--- config.mk ---
export PLATFORM = sky130hd
export DESIGN_NAME = sec_mul_tdm_scheduler
export DESIGN_NICKNAME = d
export VERILOG_FILES = /design/src/rtl/sec_mul_pkg.sv /design/src/rtl/sec_mul_datapath.sv /design/src/rtl/sec_mul_tdm_scheduler.sv
export SDC_FILE = /design/constraint.sdc
export NUM_CORES = 1
export LEC_CHECK = 0
export ABC_AREA = 1
export ABC_CLOCK_PERIOD_IN_PS = 2250
export CAP_MARGIN = 20
export CORE_AREA = 10 10 84 86
export CTS_CLUSTER_SIZE = 12
export DETAILED_ROUTE_END_ITERATION = 12
export DIE_AREA = 0 0 94 96
export PLACE_DENSITY_LB_ADDON = 0.1
export SLEW_MARGIN = 10
export SYNTH_ARGS = -nofsm -noshare
export SYNTH_HDL_FRONTEND = slang
export SYNTH_SLANG_ARGS = --single-unit
--- constraint.sdc ---
create_clock -name clk -period 2.25 [get_ports clk]
set_input_delay 0.45 -clock clk [delete_from_list [all_inputs] [get_ports clk]]
set_output_delay 0.45 -clock clk [all_outputs]
set_load 0.02 [all_outputs]
--- src/rtl/sec_mul_pkg.sv ---
// Shared encodings for the time-division multiplier scheduler: FSM states,
// domain identifiers and the slot-length helper.
package sec_mul_pkg;

  localparam logic [1:0] ST_IDLE = 2'd0;
  localparam logic [1:0] ST_CALC = 2'd1;
  localparam logic [1:0] ST_WB   = 2'd2;

  localparam logic DOM_L = 1'b0;
  localparam logic DOM_H = 1'b1;

  // One load cycle, p_nbits shift-add cycles, one writeback cycle.
  function automatic int slot_len(input int nbits);
    return nbits + 2;
  endfunction

endpackage

--- src/rtl/sec_mul_datapath.sv ---
// Shared shift-add multiplier datapath: operand/accumulator registers plus one
// LSB-first step per cycle. Scrub clears all state and wins over load/step.
module sec_mul_datapath #(
  parameter int p_nbits = 8
) (
  input  logic               clk,
  input  logic               reset,
  input  logic               load,
  input  logic               step,
  input  logic               scrub,
  input  logic [p_nbits-1:0] a_in,
  input  logic [p_nbits-1:0] b_in,
  output logic [p_nbits-1:0] acc
);

  logic [p_nbits-1:0] a_q, b_q, acc_q;
  logic [p_nbits-1:0] addend, sum, a_shl, b_shr;

  // Adder: modulo 2^p_nbits, carry out intentionally dropped.
  assign addend = b_q[0] ? a_q : '0;
  assign sum    = acc_q + addend;

  // Logical shifters.
  assign a_shl = {a_q[p_nbits-2:0], 1'b0};
  assign b_shr = {1'b0, b_q[p_nbits-1:1]};

  always_ff @(posedge clk or negedge reset) begin
    if (!reset) begin
      a_q   <= '0;
      b_q   <= '0;
      acc_q <= '0;
    end else if (scrub) begin
      a_q   <= '0;
      b_q   <= '0;
      acc_q <= '0;
    end else if (load) begin
      a_q   <= a_in;
      b_q   <= b_in;
      acc_q <= '0;
    end else if (step) begin
      a_q   <= a_shl;
      b_q   <= b_shr;
      acc_q <= sum;
    end
  end

  assign acc = acc_q;

endmodule

--- src/rtl/sec_mul_tdm_scheduler.sv ---
// Fixed-slot TDM scheduler sharing one multiplier between domain L (0) and H (1).
// Optional SEC_MUL_SCRUB_EN clears the datapath registers at every slot wrap.
module sec_mul_tdm_scheduler
  import sec_mul_pkg::*;
#(
  parameter int p_nbits      = 8,
  parameter int p_slot_nbits = 5
) (
  input  logic               clk,
  input  logic               reset,
  output logic               slot_domain,
  input  logic               req0_val,
  output logic               req0_rdy,
  input  logic [p_nbits-1:0] req0_a,
  input  logic [p_nbits-1:0] req0_b,
  output logic               resp0_val,
  input  logic               resp0_rdy,
  output logic [p_nbits-1:0] resp0_data,
  input  logic               req1_val,
  output logic               req1_rdy,
  input  logic [p_nbits-1:0] req1_a,
  input  logic [p_nbits-1:0] req1_b,
  output logic               resp1_val,
  input  logic               resp1_rdy,
  output logic [p_nbits-1:0] resp1_data
);

  localparam int S = slot_len(p_nbits);
  localparam logic [p_slot_nbits-1:0] CNT_LAST     = p_slot_nbits'(S - 1);
  localparam logic [p_slot_nbits-1:0] CNT_CALC_END = p_slot_nbits'(p_nbits);

  logic [p_slot_nbits-1:0] slot_cnt;
  logic [1:0]              state, state_nxt;
  logic                    wrap, window, accept, load, step, scrub;

  logic [1:0]                  req_val, req_rdy, resp_rdy, resp_val;
  logic [1:0][p_nbits-1:0]     req_a, req_b, resp_data;
  logic [p_nbits-1:0]          acc;

  assign req_val  = {req1_val, req0_val};
  assign req_a    = {req1_a, req0_a};
  assign req_b    = {req1_b, req0_b};
  assign resp_rdy = {resp1_rdy, resp0_rdy};

  // Slot timing is free-running and independent of any request activity.
  assign wrap = (slot_cnt == CNT_LAST);

  always_ff @(posedge clk or negedge reset) begin
    if (!reset) begin
      slot_cnt    <= '0;
      slot_domain <= DOM_L;
    end else if (wrap) begin
      slot_cnt    <= '0;
      slot_domain <= ~slot_domain;
    end else begin
      slot_cnt    <= slot_cnt + 1'b1;
    end
  end

  // Accept window: first cycle of the owner's slot, held closed during reset.
  assign window = reset && (state == ST_IDLE) && (slot_cnt == '0);
  assign accept = |(req_val & req_rdy);
  assign load   = accept;
  assign step   = (state == ST_CALC);

  always_comb begin
    state_nxt = state;
    case (state)
      ST_IDLE: if (accept) state_nxt = ST_CALC;
      ST_CALC: if (slot_cnt == CNT_CALC_END) state_nxt = ST_WB;
      ST_WB:   state_nxt = ST_IDLE;
      default: state_nxt = ST_IDLE;
    endcase
  end

  always_ff @(posedge clk or negedge reset) begin
    if (!reset) state <= ST_IDLE;
    else        state <= state_nxt;
  end

`ifdef SEC_MUL_SCRUB_EN
  assign scrub = wrap;
`else
  assign scrub = 1'b0;
`endif

  sec_mul_datapath #(.p_nbits(p_nbits)) u_dp (
    .clk   (clk),
    .reset (reset),
    .load  (load),
    .step  (step),
    .scrub (scrub),
    .a_in  (req_a[slot_domain]),
    .b_in  (req_b[slot_domain]),
    .acc   (acc)
  );

  // One-entry response buffer per domain; write and drain are mutually exclusive.
  for (genvar d = 0; d < 2; d++) begin : g_dom
    assign req_rdy[d] = window && (slot_domain == 1'(d)) && !resp_val[d];

    always_ff @(posedge clk or negedge reset) begin
      if (!reset) begin
        resp_val[d]  <= 1'b0;
        resp_data[d] <= '0;
      end else if ((state == ST_WB) && (slot_domain == 1'(d))) begin
        resp_val[d]  <= 1'b1;
        resp_data[d] <= acc;
      end else if (resp_val[d] && resp_rdy[d]) begin
        resp_val[d]  <= 1'b0;
      end
    end
  end

  assign req0_rdy   = req_rdy[0];
  assign req1_rdy   = req_rdy[1];
  assign resp0_val  = resp_val[0];
  assign resp1_val  = resp_val[1];
  assign resp0_data = resp_data[0];
  assign resp1_data = resp_data[1];

endmodule

# [Word level (Yosys, flattened, before mapping)]
# Cells that the tools add are included.
[totals] wordCells=59 mem_bits_rw=0 out_inout_bits=21 latch_bits=0 inputBits=38 reg_bits=50 romBits=0 n_memories=0
[classes] magnitude_cmp=1 reduce_logical=19 n_bitwise=2 addsub=2 div=0 eq_ne=6 muxes=19 mul=0 n_shift=0
[ops] op="2-to-1 mux 8 bit" n=11
[ops] op="equality test 5 x 4 -> 1 bit, second input constant" n=2
[ops] op="logical AND 1 bit" n=10
[ops] op="adder 8 bit" n=1
[ops] op="nonzero test 2 bit" n=3
[ops] op="adder 5 x 1 -> 5 bit, second input constant" n=1
[ops] op="logical NOT 5 bit" n=1
[ops] op="2-to-1 mux 5 bit" n=1
[ops] op="2-to-1 mux 1 bit" n=4
[ops] op="2-to-1 mux 2 bit" n=2
[ops] op="one-hot mux 2 bit (2 select lines)" n=1
[ops] op="bitwise AND 2 bit" n=1
[ops] op="equality test 2 x 1 -> 1 bit, second input constant" n=1
[ops] op="equality test 2 bit, second input constant" n=1
[ops] op="logical NOT 1 bit" n=2
[ops] op="logical NOT 2 bit" n=1
[ops] op="< comparator 1 x 2 -> 1 bit, second input constant" n=1
[ops] op="inequality test 2 x 1 -> 1 bit, second input constant" n=1
[ops] op="inequality test 2 bit, second input constant" n=1
[ops] op="AND reduction 2 bit" n=1
[ops] op="OR reduction 2 bit" n=1
[ops] op="NOT 1 bit" n=1

# [Depth between registers and ports, before layout]
# Gate-level depths: netlist (run 1).
[logic_depth] ltp_word=9 ltp_mapped=11 mapped_depth_nobuf=10

# [Modules after synthesis]
# A second synthesis (run 1) with hierarchy kept.
[unflattened] cells_unflattened=346 area_unflattened_um2=2840.2
[modules_own_cells] module="sec_mul_datapath" area_each_um2=1441.4 cells_per_inst=177 instances=1
[modules_own_cells] module="sec_mul_tdm_scheduler" area_each_um2=1398.8 cells_per_inst=169 instances=1

# [Worst setup path before layout (run 1)]
# Ideal clock, no wire load.
[synth_path] path_kind="reg-to-output" start="register slot_domain" end="output port req1_rdy" arrival_ps=1433 slack_ps=367 stages_incl_launch_ff=5 n_path_buf=2 path_cell_list="dfrtp_1 -> inv_1 -> clkbuf_1 -> buf_2 -> nor3_1"
[synth_via] elab_chain_cells=2
[synth_rtl] item="from (decl)" line="sec_mul_tdm_scheduler.sv:11" text="output logic slot_domain,"
[synth_rtl] item="from (signal assigned)" line="sec_mul_tdm_scheduler.sv:54" text="slot_domain <= ~slot_domain;"
[synth_rtl] item="logical AND 1 bit (2 in series)" line="sec_mul_tdm_scheduler.sv:100" text="assign req_rdy[d] = window && (slot_domain == 1'(d)) && !resp_val[d];"
[synth_rtl] item="to (decl)" line="sec_mul_tdm_scheduler.sv:20" text="output logic req1_rdy,"
# Every way passes these cells.

# [Worst setup path after layout (run 1)]
[layout_path] start="register slot_cnt[1]" end="output port req0_rdy"
[layout_via] elab_chain_cells=4
[layout_rtl] item="from (decl)" line="sec_mul_tdm_scheduler.sv:32" text="logic [p_slot_nbits-1:0] slot_cnt;"
[layout_rtl] item="from (signal assigned)" line="sec_mul_tdm_scheduler.sv:56" text="slot_cnt <= slot_cnt + 1'b1;"
[layout_rtl] item="logical NOT 5 bit" line="sec_mul_tdm_scheduler.sv:61" text="assign window = reset && (state == ST_IDLE) && (slot_cnt == '0);"
[layout_rtl] item="logical AND 1 bit" line="sec_mul_tdm_scheduler.sv:61"
[layout_rtl] item="logical AND 1 bit (2 in series)" line="sec_mul_tdm_scheduler.sv:100"
[layout_rtl] item="to (decl)" line="sec_mul_tdm_scheduler.sv:13" text="output logic req0_rdy,"
# Every way passes these cells.

==> results of run 1 <==
timing repair:
action,4_1_cts,5_1_grt
buffers inserted,0,0
gates resized for setup,6,3
setup endpoints to repair,2,2
path summary, 6_finish.rpt:
path | start | to | slack [ns] | cells after the start
min in group clk | u_dp.b_q[7] | u_dp.b_q[7] | 0.48 | 2
hold reg to reg | u_dp.b_q[7] | u_dp.b_q[7] | 0.48 | 2
setup reg to reg | slot_cnt[1] | u_dp.b_q[2] | 0.31 | 10
hold / removal | reset | resp1_data[3] | 0.29 | 2
setup / recovery | slot_cnt[1] | req0_rdy | 0.16 | 7
max in group asynchronous | reset | u_dp.a_q[6] | 1.54 | 2
cells in the mapped netlist:
master / instances / area share (%)
nand3b_1: 1 / 0.28
nand4_1: 10 / 2.3
buf_1: 1 / 0.14
nor2_2: 2 / 0.46
buf_2: 2 / 0.37
a21o_1: 1 / 0.28
o21ai_0: 19 / 3.5
nand3_1: 25 / 4.6
nor3_1: 2 / 0.37
nand2_1: 145 / 20
nand3_2: 2 / 0.74
buf_6: 1 / 0.42
dfrtp_1: 50 / 46
nand2_4: 1 / 0.42
buf_4: 1 / 0.28
ha_1: 10 / 4.6
clkbuf_1: 6 / 0.84
xor2_1: 6 / 2.0
a21oi_1: 11 / 2.0
inv_1: 41 / 5.7
fa_1: 1 / 0.74
or2_2: 1 / 0.23
nor2_1: 15 / 2.1
nor2_4: 2 / 0.84
power by group through the flow:
stage | Sequential [mW] | Combinational [mW] | Clock, mW
global route | 1.12 | 0.568 | 0.611
detailed placement | 1.12 | 0.492 | 0
finish | 1.10 | 0.485 | 0.552
floorplan | 1.12 | 0.269 | 0
global placement | 1.12 | 0.479 | 0
CTS | 1.10 | 0.494 | 0.574
state kept, by name, indices dropped and copies added (netlist names):
name,flops
u_dp.a_q,8
u_dp.b_q,8
resp0_val,1
u_dp.acc,8
resp1_data,8
resp0_data,8
state,2
slot_cnt,5
resp1_val,1
slot_domain,1
final cells by class:
class,count,area [µm²],share of cell area [%]
Inverter,41,153.9,4.481
Multi-Input combinational cell,254,1234,35.92
Clock buffer,5,68.82,2.004
Tap cell,72,90.09,2.623
Sequential cell,50,1251,36.43
Timing Repair Buffer,64,610.6,17.78
Clock inverter,3,26.28,0.7650
cell families (layout without fill, tap and decap cells):
family                   Yosys count  in the layout
AO/OA/AOI/OAI                     31             31
flip-flops                        50             50
AND/OR/NAND/NOR                  206            206
adder cells (fa/ha/maj)           11             11
XOR/XNOR                           6              6
buffers and inverters             52            113
routing by layer:
layer | vias to the layer above | part of all wire [%] | GRT usage (%)
met3 | 6 | 5.7 | 4.747
met5 | - | 0 | 0
met1 | 1053 | 45 | 17.60
met4 | 0 | 0.94 | 3.797
li1 | 1234 | - | -
met2 | 42 | 48 | 26.21
critical path, cell delays in order (launching register included):
cell and delay [ns]:
dfrtp_1 0.42, inv_1 0.09, ha_1 0.17, nand3_1 0.12
nor2_4 0.12, inv_1 0.05, nor3_1 0.16, buf_2 0.21
==> results by group, run 1 <==
STA
  • Skew final: ~0.0079 ns
  • Final-report hold violation count: 0
  • Slew headroom: 58.60%
  • Hold Slack: about 0.29 ns
  • Slew @ Worst Pin: between 0.6 and 0.7 ns
  • Setup TNS: 0 ns
  • Max-slew violations: 0
  • Crit path time final: about 2.1 ns
  • Final setup vio count: 0
  • Final worst setup slack: ~0.16 ns
  • Final worst path period share: ~93%
  • Peak Freq: 0.4786 GHz
  • RSZ-0062 raised after global routing: no

Logic synthesis
  • Register area share after synthesis: a little under half
  • Largest family of logic cells by synthesized area: simple AND/OR/NAND/NOR gates
  • Synth Area in Adders: between 5 and 6%
  • Post-Syn Area: about 2700 µm²
  • Compound-gate portion of the synthesized area: 5.852%
  • Unique cell type count in the Yosys netlist: 24
  • Number of synthesized register bits: 50
  • Syn Nets: around 410
  • Post-Synth XOR/XNOR Area: ~2%
  • Multiplexer share of the synthesized area: 0%
  • Simple-gate portion of the synthesized area: 32.61%
  • Yosys warns: 0
  • Avg Synthesized Cell Area: 7.567 µm²
  • Post-Synthesis Cells: approximately 360

CTS
  • Clk_lat worst skew: ~0.31 ns
  • Clk sinks: 50
  • Clk root buf: clkbuf_8
  • CTS tree: yes
  • Clk buf depth: 2
  • Htree depth: 2
  • Reg clk slew, reported paths: roughly 0.1 ns
  • Total CTS buffers: 5
  • Post-CTS Hold Buffers: 0

Global route
  • First-pass GRT wire length: roughly 11,000 µm
  • Gr ovfl total: 0
  • Pin count of the biggest net entering global routing: 51
  • Initial antenna violation count: 0
  • Tot GR Track Use: 15.04%
  • Vias in the first global route: about 2,400

Floorplanning
  • Die Span X: approximately 94 µm
  • Initial core utilization: between 40% and 50%
  • Die height: about 96 µm
  • DIE AREA: roughly 9000 µm²
  • Ports: 59
  • Row count: 27
  • Core area: roughly 5400 µm²

Detailed routing
  • Post-route DRC: 0
  • Vias post-DR: between 2,000 and 2,500
  • Drt wl/cell: between 10 and 15 µm
  • DR vias/cell: 4.775
  • Post-Route WL: 6076 µm
  • Final antenna-violating net count: 0
  • DRT Pass-1 Iters: 4
  • Detailed Route Iter0 Violations: around 110

Worst setup path
  • Worst endpoint required time: ~1.8 ns
  • Worst-path fanout max: 3
  • WP data arrival: approximately 1.6 ns
  • Crit path launch type: flop
  • CP Capture Type: primary output
  • Setup CP Type: flop to primary output

Pwr
  • Overall power: between 2 and 2.5 mW
  • Pwr dens: between 600 and 700 nW/µm²
  • Gate power share: a little under a quarter
  • P_int: around 1.5 mW
  • Sw frac: between 30 and 40%
  • Clock network power share: about a quarter
  • Reg power frac: between 50% and 60%
  • Switching power: 0.6694 mW
  • Peak VDD IR: 0.0002789 V
  • Leak pwr: roughly 1.8 nW

Hold path
  • Worst hold path type: primary input to asynchronous set/reset pin

Place
  • Post-DP HPWL: about 4700 µm
  • Placed Cells: slightly below 500
  • RD Place Congestion: about 0.84
  • I/O Buffers: 58
  • Placed Area: ~3300 µm²
  • Dpl ws: just over 0.05 ns

Cells and area
  • Post-Route Utilization: ~64%
  • Non-Filler Instances: between 400 and 500
  • Antenna Cells: 0
  • Fillers: 540
  • Net count, final: about 470
  • Proportion of layout cells with a drive suffix above 1: ~6%
  • P&R area growth vs syn: 27.50%
  • Cell area after layout: 3435 µm²
  • Commonest cells after routing, fill and taps aside: 145 x nand2_1, 55 x clkdlybuf4s50_1, 50 x dfrtp_1
  • Commonest non-fill, non-tap cell in the layout: nand2_1

Run
  • Max Cap Viol: 0

Outcome
  • Outcome: finished, final reports clean
No activity file was read; power rests on OpenSTA's default activity.
==> run 2, diff against run 1 <==
--- a/config.mk
+++ b/config.mk
@@ -8,10 +8,11 @@
 export ABC_AREA = 1
 export ABC_CLOCK_PERIOD_IN_PS = 2250
 export CAP_MARGIN = 20
-export CORE_AREA = 10 10 84 86
+export CORE_AREA = 10 10 106 108
+export CTS_CLUSTER_DIAMETER = 30
 export CTS_CLUSTER_SIZE = 12
 export DETAILED_ROUTE_END_ITERATION = 12
-export DIE_AREA = 0 0 94 96
+export DIE_AREA = 0 0 116 118
 export PLACE_DENSITY_LB_ADDON = 0.1
 export SLEW_MARGIN = 10
 export SYNTH_ARGS = -nofsm -noshare
==> run 2 against run 1 <==
Power grew 10%. Global-route usage shrank 4.6 points. Clock-buffer cell count rose by 1. Flip-flop and latch count is the same. Sequential power about the same. Via count up 1.3%. Critical path type unchanged.
==> results by group, run 2 (synthesis gave the netlist of run 1 again) <==
Worst setup path
  • Worst-path fanout max: 2 (-1)
  • CP Capture Type: primary output
  • Crit path launch type: flop
  • R2r setup slk: 0.35 ns (+0.04 ns)
  • Setup CP Type: flop to primary output
  • WP data arrival: 1.63 ns (about the same)
  • Worst endpoint required time: 1.80 ns (about the same)
  • FF-to-FF End: u_dp.acc[4]
  • Worst r2r path cells: 9 (-1)
  • Reg-to-reg critical path startpoint: u_dp.b_q[0]

CTS
  • Clk_lat worst skew: 0.30 ns (about the same)
  • Clk buf depth: 2 (unchanged)
  • Post-CTS Hold Buffers: 0 (unchanged)
  • Total CTS buffers: 5 (unchanged)
  • Clk root buf: clkbuf_8
  • CTS tree: yes
  • Htree depth: 2 (unchanged)
  • Clk sinks: 50 (unchanged)
  • Reg clk slew, reported paths: 0.09 ns (about the same)

Detailed routing
  • Post-route DRC: 0 (unchanged)
  • Vias post-DR: 2,365 (+1.3%)
  • Post-Route WL: 6825 µm (+12%)
  • DRT Pass-1 Iters: 6 (+2)
  • Drt wl/cell: 12.85 µm (+3.4%)
  • DR vias/cell: 4.454 (-6.7%)
  • Detailed Route Iter0 Violations: 77 (-29%)
  • Final antenna-violating net count: 0 (unchanged)

Cells and area
  • Net count, final: 468 (+0.65%)
  • Proportion of layout cells with a drive suffix above 1: 6.667% (+0.67 points)
  • Antenna Cells: 0 (unchanged)
  • P&R area growth vs syn: 31.91%
  • Commonest cells after routing, fill and taps aside: 145 x nand2_1, 55 x clkdlybuf4s50_1, 50 x dfrtp_1
  • Cell area after layout: 3553 µm² (+3.5%)
  • Commonest non-fill, non-tap cell in the layout: nand2_1

STA
  • Final worst path period share: 92.33% (-0.54 points)
  • Crit path time final: 2.077 ns (-0.01222 ns)
  • Final setup vio count: 0 (unchanged)
  • Setup TNS: 0 ns (unchanged)
  • Final-report hold violation count: 0 (unchanged)
  • Final worst setup slack: 0.1727 ns (+0.01222 ns)
  • Slew headroom: 57.05% (-1.5 points)
  • RSZ-0062 raised after global routing: no
  • Peak Freq: 0.4814 GHz (+0.59%)
  • Skew final: 0.004745 ns (-0.003141 ns)
  • Max-slew violations: 0 (unchanged)
  • Slew @ Worst Pin: 0.6442 ns (+0.02317 ns)

Floorplanning
  • Ports: 59 (unchanged)
  • Initial core utilization: 29.57% (-20 points)
  • Core area: 9109 µm² (+69%)
  • Row count: 35 (+30%)
  • Die Span X: 116 µm (+23%)
  • Die height: 118 µm (+23%)
  • DIE AREA: 13,690 µm² (+52%)

Pwr
  • Reg power frac: 46.7% (-4.8 points)
  • P_int: 1.712 mW (+17%)
  • Gate power share: 20.4% (-2.3 points)
  • Pwr dens: 661.8 nW/µm² (+6.4%)
  • Clock network power share: 33.0% (+7.1 points)
  • Switching power: 0.6402 mW (-4.4%)
  • Sw frac: 27.22% (-4.1 points)
  • Peak VDD IR: 0.0002387 V (-14%)
  • Leak pwr: 1.846 nW (+1.9%)

Global route
  • Initial antenna violation count: 0 (unchanged)
  • Vias in the first global route: 2,441 (+0.78%)
  • Tot GR Track Use: 10.42% (-4.6 points)
  • Pin count of the biggest net entering global routing: 51 (unchanged)
  • Gr ovfl total: 0 (unchanged)
  • First-pass GRT wire length: 11,630 µm (+5.2%)

Place
  • I/O Buffers: 58 (unchanged)
  • Placed Area: 3421 µm² (+2.1%)
  • Post-DP HPWL: 5181 µm (+11%)
  • RD Place Congestion: 0.7830 (-6.9%)
  • Dpl ws: 0.04775 ns (-0.004135 ns)

Outcome
  • Outcome: finished, final reports clean

Run
  • Max Cap Viol: 0 (unchanged)

Hold path
  • Worst hold path type: primary input to asynchronous set/reset pin
run 2: timing repair:
action / 4_1_cts / 5_1_grt
resized for setup: 4 / 4
setup buffers: 0 / 0
gates cloned: 0 / 0
endpoints found under the setup margin: 2 / 2
run 2: layout make-up:
type / instances / area, µm²
fillers: 972 / 5555
well taps: 111 / 138.9
repair buffers: 67 / 633.1
flip-flops and latches: 50 / 1251
clock buffers: 6 / 82.58
multi-input cells: 254 / 1234
clock inverters: 2 / 60.06
inverters: 41 / 153.9
run 2: critical path: stages, from the launching register on:
cell and delay (ns):
dfrtp_1 0.38, inv_1 0.08, ha_1 0.17, nand3_1 0.12
nor2_4 0.13, inv_1 0.07, nor3_1 0.17, clkbuf_2 0.21
run 2: how the worst max path moves through the flow:
stage	startpoint	to	slack [ns]	cells after the start
2_1_floorplan	slot_domain	req1_rdy	0.37	4
3_3_place_gp	slot_cnt[1]	req0_rdy	0.03	7
4_1_cts	slot_cnt[1]	req1_rdy	0.004	7
5_1_grt	slot_cnt[1]	req0_rdy	0.05	7
3_5_place_dp	slot_cnt[1]	req1_rdy	0.05	7
6_report	slot_cnt[1]	req0_rdy	0.17	7
run 2: routing by layer:
layer	share of wire [%]	vias to the layer above	wire length, µm	GRT usage, %
li1	-	1241	-	-
met1	44	1085	3015	12.03
met2	49	34	3369	17.59
met3	5.3	5	359	3.364
met4	1.2	0	79	3.286
met5	0	-	0	0
run 2: stage by stage:
step           total power [mW]  hold slack [ns]  utilization (%)  cells
6_report                  2.352           0.2958            39.01    531
5_1_grt                   2.521           0.3468            39.01    531
3_3_place_gp              1.603           0.4609            37.55    523
3_5_place_dp              1.610           0.4688            37.55    523
4_1_cts                   2.402           0.3365            39.12    531
2_1_floorplan             1.391           0.1544                -    356
run 2: power by group through the flow:
stage	Clock (mW)	Combinational (mW)	Sequential (mW)
6_report	0.775	0.479	1.10
5_1_grt	0.848	0.554	1.12
4_1_cts	0.809	0.492	1.10
3_5_place_dp	0	0.491	1.12
3_3_place_gp	0	0.485	1.12
2_1_floorplan	0	0.269	1.12
